==> config.mk <==
export PLATFORM = sky130hd
export DESIGN_NAME = spi_arbiter
export DESIGN_NICKNAME = d
export VERILOG_FILES = /design/src/rtl/spi_arbiter.sv
export SDC_FILE = /design/constraint.sdc
export NUM_CORES = 1
export LEC_CHECK = 0
export CAP_MARGIN = 10
export CELL_PAD_IN_SITES_DETAIL_PLACEMENT = 1
export CELL_PAD_IN_SITES_GLOBAL_PLACEMENT = 1
export CORE_MARGIN = 2
export CORE_UTILIZATION = 27
export CTS_BUF_LIST = sky130_fd_sc_hd__clkbuf_2
export DETAILED_ROUTE_END_ITERATION = 8
export MAX_ROUTING_LAYER = met4
export PLACE_DENSITY_LB_ADDON = 0.1
export SKIP_LAST_GASP = 1
export SYNTH_ARGS = -nofsm -noshare
export SYNTH_HDL_FRONTEND = slang
export SYNTH_SLANG_ARGS = --single-unit
==> constraint.sdc <==
create_clock -name user_clk -period 1.66 [get_ports user_clk]
set_clock_uncertainty 0.1 [all_clocks]
set_input_delay 0.415 -clock user_clk [delete_from_list [all_inputs] [get_ports user_clk]]
set_output_delay 0.415 -clock user_clk [all_outputs]
set_load 0.05 [all_outputs]
==> src/rtl/spi_arbiter.sv <==
// -----------------------------------------------------------------------------
// spi_arbiter
//   Round-robin arbiter that lets NUM_REQ requesters share one SPI master.
//   A granted request is turned into a single read or write event towards the
//   SPI master. Completion is tracked through the master's chip select and,
//   for reads, its read-data-valid pulse.
//
//   Optional feature: define SPI_ARB_TIMEOUT_EN to build a per-phase watchdog
//   that aborts a stuck transaction after TIMEOUT_CYCLES (o_err + o_done).
//   Without the macro no counter exists, o_err is 0 and the FSM waits forever.
//
// Ports
//   user_clk, user_rst : clock, asynchronous active-high reset
//   i_req / i_req_rd   : per-requester request level and type (1 = read)
//   i_req_wdata        : per-requester write payload, DATA_WIDTH per slot
//   o_ack / o_done     : per-requester one-cycle accept / complete pulses
//   o_rd_data          : read result, valid with o_done of a read
//   o_err              : one-cycle timeout abort pulse
//   o_busy             : FSM not idle
//   o_spi_rd_evt/o_spi_wr_evt/o_spi_wr_data : command to the SPI master
//   i_spi_rd_evt/i_spi_rd_data              : read return from the SPI master
//   i_mcs              : chip select driven by the SPI master
// -----------------------------------------------------------------------------
module spi_arbiter #(
  parameter int unsigned NUM_REQ         = 4,
  parameter int unsigned DATA_WIDTH      = 16,
  parameter logic        MCS_VALID_LEVEL = 1'b0,
  parameter int unsigned TIMEOUT_CYCLES  = 4096
) (
  input  logic                          user_clk,
  input  logic                          user_rst,
  input  logic [NUM_REQ-1:0]            i_req,
  input  logic [NUM_REQ-1:0]            i_req_rd,
  input  logic [NUM_REQ*DATA_WIDTH-1:0] i_req_wdata,
  output logic [NUM_REQ-1:0]            o_ack,
  output logic [NUM_REQ-1:0]            o_done,
  output logic [DATA_WIDTH-1:0]         o_rd_data,
  output logic                          o_err,
  output logic                          o_busy,
  output logic                          o_spi_rd_evt,
  output logic                          o_spi_wr_evt,
  output logic [DATA_WIDTH-1:0]         o_spi_wr_data,
  input  logic                          i_spi_rd_evt,
  input  logic [DATA_WIDTH-1:0]         i_spi_rd_data,
  input  logic                          i_mcs
);

  localparam int unsigned IdxW = $clog2(NUM_REQ);
  localparam logic [NUM_REQ-1:0] OneHot0 = {{(NUM_REQ-1){1'b0}}, 1'b1};

  if (NUM_REQ < 2 || NUM_REQ > 8 || TIMEOUT_CYCLES < 1) begin : g_param_check
    $error("spi_arbiter: unsupported parameter value");
  end

  typedef enum logic [2:0] {
    StIdle,
    StIssue,
    StWaitStart,
    StWaitEnd,
    StDone
  } state_e;

  state_e                 state_q, state_d;
  logic [IdxW-1:0]        last_q, last_d;
  logic [IdxW-1:0]        win_q, win_d;
  logic                   is_rd_q, is_rd_d;
  logic [DATA_WIDTH-1:0]  wdata_q, wdata_d;
  logic                   rd_seen_q, rd_seen_d;
  logic [NUM_REQ-1:0]     ack_q, ack_d;
  logic [NUM_REQ-1:0]     done_q, done_d;
  logic                   rd_evt_q, rd_evt_d;
  logic                   wr_evt_q, wr_evt_d;
  logic [DATA_WIDTH-1:0]  rd_data_q, rd_data_d;

  logic [DATA_WIDTH-1:0]  wdata_arr [NUM_REQ];
  logic                   found;
  logic [IdxW-1:0]        pick;
  logic                   mcs_act;
  logic                   waiting;
  logic                   rd_capture;
  logic                   timeout;
  logic [NUM_REQ-1:0]     win_oh;

  for (genvar k = 0; k < NUM_REQ; k++) begin : g_slice
    assign wdata_arr[k] = i_req_wdata[k*DATA_WIDTH +: DATA_WIDTH];
  end

  // Round-robin pick: first requester at or after last_grant+1 (mod NUM_REQ).
  always_comb begin
    int unsigned idx;
    logic [IdxW-1:0] sel;
    found = 1'b0;
    pick  = last_q;
    for (int unsigned i = 0; i < NUM_REQ; i++) begin
      idx = (32'(last_q) + 32'd1 + i) % NUM_REQ;
      sel = IdxW'(idx);
      if (!found && i_req[sel]) begin
        found = 1'b1;
        pick  = sel;
      end
    end
  end

  assign mcs_act    = (i_mcs == MCS_VALID_LEVEL);
  assign waiting    = (state_q == StWaitStart) || (state_q == StWaitEnd);
  assign rd_capture = waiting && is_rd_q && i_spi_rd_evt;
  assign win_oh     = OneHot0 << win_q;

`ifdef SPI_ARB_TIMEOUT_EN
  localparam int unsigned CntW = $clog2(TIMEOUT_CYCLES + 1);

  logic [CntW-1:0] cnt_q, cnt_d;
  logic            err_q, err_d;

  assign timeout = waiting && (cnt_q == CntW'(TIMEOUT_CYCLES - 1));

  // Restart on every state change so each phase gets its own budget.
  always_comb begin
    cnt_d = '0;
    if (waiting && (state_d == state_q)) begin
      cnt_d = cnt_q + CntW'(1);
    end
  end

  always_ff @(posedge user_clk or posedge user_rst) begin
    if (user_rst) begin
      cnt_q <= '0;
      err_q <= 1'b0;
    end else begin
      cnt_q <= cnt_d;
      err_q <= err_d;
    end
  end

  assign o_err = err_q;
`else
  assign timeout = 1'b0;
  assign o_err   = 1'b0;
`endif

  always_comb begin
    state_d   = state_q;
    last_d    = last_q;
    win_d     = win_q;
    is_rd_d   = is_rd_q;
    wdata_d   = wdata_q;
    rd_seen_d = rd_seen_q;
    ack_d     = '0;
    done_d    = '0;
    rd_evt_d  = 1'b0;
    wr_evt_d  = 1'b0;
    rd_data_d = rd_data_q;
`ifdef SPI_ARB_TIMEOUT_EN
    err_d     = 1'b0;
`endif

    case (state_q)
      StIdle: begin
        // o_done is shown during the first idle cycle; hold off one cycle so
        // a completion and the next accept never sit back to back.
        if (found && (done_q == '0)) begin
          win_d   = pick;
          is_rd_d = i_req_rd[pick];
          wdata_d = wdata_arr[pick];
          ack_d   = OneHot0 << pick;
          state_d = StIssue;
        end
      end
      StIssue: begin
        rd_seen_d = 1'b0;
        rd_evt_d  = is_rd_q;
        wr_evt_d  = !is_rd_q;
        state_d   = StWaitStart;
      end
      StWaitStart: begin
        if (mcs_act) begin
          state_d = StWaitEnd;
        end
      end
      StWaitEnd: begin
        // Read data may arrive before or after chip select releases.
        if (!mcs_act && (!is_rd_q || rd_seen_q || rd_capture)) begin
          state_d = StDone;
        end
      end
      StDone: begin
        done_d  = win_oh;
        last_d  = win_q;
        state_d = StIdle;
      end
      default: begin
        state_d = StIdle;
      end
    endcase

    if (rd_capture) begin
      rd_data_d = i_spi_rd_data;
      rd_seen_d = 1'b1;
    end

`ifdef SPI_ARB_TIMEOUT_EN
    if (timeout) begin
      state_d   = StIdle;
      done_d    = win_oh;
      err_d     = 1'b1;
      last_d    = win_q;
      rd_data_d = rd_data_q;
      rd_seen_d = rd_seen_q;
    end
`endif
  end

  always_ff @(posedge user_clk or posedge user_rst) begin
    if (user_rst) begin
      state_q   <= StIdle;
      last_q    <= IdxW'(NUM_REQ - 1);
      win_q     <= '0;
      is_rd_q   <= 1'b0;
      wdata_q   <= '0;
      rd_seen_q <= 1'b0;
      ack_q     <= '0;
      done_q    <= '0;
      rd_evt_q  <= 1'b0;
      wr_evt_q  <= 1'b0;
      rd_data_q <= '0;
    end else begin
      state_q   <= state_d;
      last_q    <= last_d;
      win_q     <= win_d;
      is_rd_q   <= is_rd_d;
      wdata_q   <= wdata_d;
      rd_seen_q <= rd_seen_d;
      ack_q     <= ack_d;
      done_q    <= done_d;
      rd_evt_q  <= rd_evt_d;
      wr_evt_q  <= wr_evt_d;
      rd_data_q <= rd_data_d;
    end
  end

  assign o_ack         = ack_q;
  assign o_done        = done_q;
  assign o_rd_data     = rd_data_q;
  assign o_busy        = (state_q != StIdle);
  assign o_spi_rd_evt  = rd_evt_q;
  assign o_spi_wr_evt  = wr_evt_q;
  assign o_spi_wr_data = o_busy ? wdata_q : '0;

endmodule

==> results of run 1 <==
==> cells by family (layout without fill, tap and decap cells) <==
kind of cell,Yosys count,after routing,share of synthesized area (%)
AO/OA/AOI/OAI,86,86,22.8
other,1,1,0.138
multiplexers,16,16,6.65
flip-flops,51,51,47.2
AND/OR/NAND/NOR,95,96,17.9
buffers and inverters,27,219,5.40
==> worst max path at each step <==
| stage | start | to | slack (ns) | cells after the start |
|---|---|---|---|---|
| 3_3_place_gp | i_req[3] | wdata_q[12]$_DFFE_PP0P_ | -0.75 | 6 |
| 5_1_grt | state_q[0]$_DFFE_PP0P_ | o_busy | -0.64 | 5 |
| 4_1_cts | state_q[2]$_DFFE_PP0P_ | o_spi_wr_data[12] | -0.55 | 5 |
| 2_1_floorplan | o_done[3]$_DFF_PP0_ | wdata_q[12]$_DFFE_PP0P_ | -0.25 | 7 |
| 6_report | state_q[0]$_DFFE_PP0P_ | o_busy | -0.57 | 5 |
| 3_5_place_dp | i_req[3] | wdata_q[14]$_DFFE_PP0P_ | -0.90 | 6 |
==> registers in the layout, summed over array words and instances (netlist names) <==
register,flops
o_rd_data,16
win_q,2
o_spi_wr_evt,1
is_rd_q,1
rd_seen_q,1
state_q,3
o_done,4
o_ack,4
last_q,2
o_spi_rd_evt,1
wdata_q,16
==> final cells by class <==
type | instances | area (um^2)
clock inverter | 2 | 37.5
timing repair buffer | 205 | 2540
inverter | 6 | 30.0
multi-input combinational | 199 | 1850
clock buffer | 6 | 30.0
sequential | 51 | 1280
fill | 1017 | 3840
tap | 133 | 166
==> per-stage QoR <==
stage / instances / TNS [ns] / utilization, % / instance area (um^2)
floorplan: 276 / -5.20 / - / 2820
global placement: 564 / -18.45 / 49.1 / 4790
detailed placement: 564 / -20.24 / 49.1 / 4790
CTS: 595 / -16.17 / 57.5 / 5620
global route: 602 / -19.25 / 60.8 / 5940
finish: 602 / -15.59 / 60.8 / 5940
==> cell usage in the layout, fill, tap and decap left out, types with 5 or more instances in the layout <==
master | Yosys | final
o21ai_2 | 1 | 5
nor3_1 | 7 | 5
buf_4 | 2 | 32
buf_12 | 0 | 38
o21ai_0 | 18 | 10
buf_6 | 4 | 32
nand2_1 | 12 | 8
a21o_1 | 18 | 17
a31oi_1 | 16 | 10
mux2_1 | 9 | 9
nor2_2 | 1 | 6
mux2_2 | 7 | 7
nor2_1 | 26 | 20
a32oi_4 | 0 | 5
nor2b_4 | 0 | 13
clkbuf_2 | 0 | 6
o21ai_1 | 3 | 6
a32oi_2 | 0 | 10
buf_16 | 0 | 5
dfrtp_1 | 49 | 46
clkdlybuf4s50_1 | 0 | 91
nand3_1 | 19 | 17
==> worst reg2reg max path: cells and delay by family (launching register included) <==
kind                   cells  cell delay, ns
buffers and inverters      1            0.18
AND/OR/NAND/NOR            1            0.16
AO/OA/AOI/OAI              4            0.85
flip-flops                 1            0.65
==> per-layer routing <==
layer | vias to the layer above | share of wire [%] | track usage, %
met2 | 139 | 53 | 40.4
li1 | 1396 | - | -
met4 | 0 | 2.5 | 5.31
met3 | 27 | 6.3 | 4.45
met1 | 1581 | 39 | 25.9
met5 | - | 0 | -
==> timing repair <==
action	in CTS	in global routing
setup buffers	18	9
endpoints found under the setup margin	46	69
gates cloned	8	5
pin swaps	16	32
gates resized for setup	90	55
==> power by group <==
group	internal (mW)	total [mW]	switching, mW
Combinational	4.68	9.61	4.94
Clock	0.259	0.711	0.452
Sequential	1.80	2.32	0.512
==> results by group, run 1 <==
Worst setup path
  • Worst EP required: between 1 and 1.5 ns
  • Worst setup SP type: flip-flop
  • Flop2flop setup slack: -0.33 ns
  • CP top delay family: buffers and inverters
  • Setup Crit Path Kind: flip-flop to output pin
  • CP endpoint kind: output pin
  • Critical path data arrival time: roughly 1.7 ns
  • CP Max Fanout: 5
  • FF-to-FF Start: last_q[0]$_DFFE_PP1P_
  • CP max stage cell: dfrtp_1
  • Cells along the critical path: nor3_4 > buf_12 > buf_12 > clkinvlp_4 > buf_6
  • Buf/Inv on CP: 4
  • Max incr delay on CP: around 0.48 ns
  • Worst r2r dst: wdata_q[9]$_DFFE_PP0P_
  • Reg2Reg Depth: 6
  • Cell mode on critical path: buf_12

Die
  • Total Die Area: 10900 um^2
  • Initial core utilization: 27.7%
  • Top Ports: 136
  • Die W: 104 um
  • Core Box Area: 9770 um^2
  • # rows: 36
  • Die Ht: 104 um

Timing
  • Final setup fails: 45
  • Crit path time final: approximately 2.2 ns
  • Hold violation total from the final report: 0
  • Post-route clock period utilization: 134%
  • Top achievable clock speed: 449 MHz
  • RSZ-0062 raised after global routing: yes
  • Hold slack: 0.104 ns
  • Final Max Tran Viols: 0
  • Post-route setup slack: -0.567 ns

Logic synthesis
  • Ys Warns: 0
  • Top-count cell post-synth: dfrtp_1
  • Synth Instances: 276
  • Post-synthesis async set-or-reset flop share: 100%
  • Seq cells post-synth: 51
  • Mapped Avg Cell Area: slightly below 10 um^2
  • Synth unique cells: between 40 and 50
  • Cell Area, Synth: 2710 um^2
  • Commonest cells post-synth: dfrtp_1 (49), nor2_1 (26), nand3_1 (19), a21o_1 (18), o21ai_0 (18)
  • Syn_nets: 368
  • Top FF cell, synth: dfrtp_1
  • Sequential share of the synthesized area: 47.2%
  • Top cells by area, synth: dfrtp_1 (45%), a32oi_1 (5.5%), a21o_1 (5.0%)
  • Top cell type's share of synthesized area: around 45%
  • EDFF count, synth: 0
  • Synth area leader: dfrtp_1

Detailed routing
  • Iter 0 DRT Violations: 134
  • TritonRoute pass-1 iters: 4
  • Number of vias per cell: ~5.2
  • DRC: 0
  • Post-route ant nets: 0
  • Post-Route WL: between 10 and 15 mm
  • Routed vias: roughly 3.1k
  • Routed wire per std cell: about 22 um

Placed design
  • I/O Buffers: 134
  • Half-perimeter wire length after placement: 7.68 mm
  • Setup WS pre-CTS: -0.902 ns
  • Placer's final routability congestion estimate: 0.811

Cells and area
  • Area Overhead vs Synth: 119%
  • Layout cells sized above 1: 45.6%
  • N_diodes: 0
  • Nets: 560

Run
  • Max-cap violations: 0

GRT
  • First-pass GRT wire length: 18.5 mm
  • Total track usage: a little under a quarter
  • Initial antenna violation count: 0
  • Pin count of the biggest net entering global routing: 21
  • Final global-route overflow total: 0
  • Vias in the first global route: 3298

CTS
  • Hold-fix buffers at CTS: 0
  • Sink Count: slightly above 50
  • CTS Buf Count: 5
  • CTS Buffer Depth: 2
  • Clock latency at the later pin of the worst-skew pair: 0.47 ns
  • Root buf cell: clkbuf_2
  • CTS tree: built
  • Clk slew on worst S/H paths: 0.29 ns
  • H-Tree Depth: 2

Power
  • Pwr/cell area: 2130 nW/um^2
  • Leak: between 2 and 2.5 nW
  • Worst IR Drop VDD: 911 uV
  • Overall power: 12.6 mW

Status
  • Status: finished, violations left
  • Failing checks: negative setup slack

Worst hold path
  • Hold Path Class: input pin to async pin
Note: power is estimated with default switching activity, not from simulation.
==> inputs of run 2 (changes only) <==
Settings changed: CTS_CLUSTER_SIZE set to 40.
==> results of run 2 <==
Same layout as run 1: the final DEF is identical, and so are final timing and power.
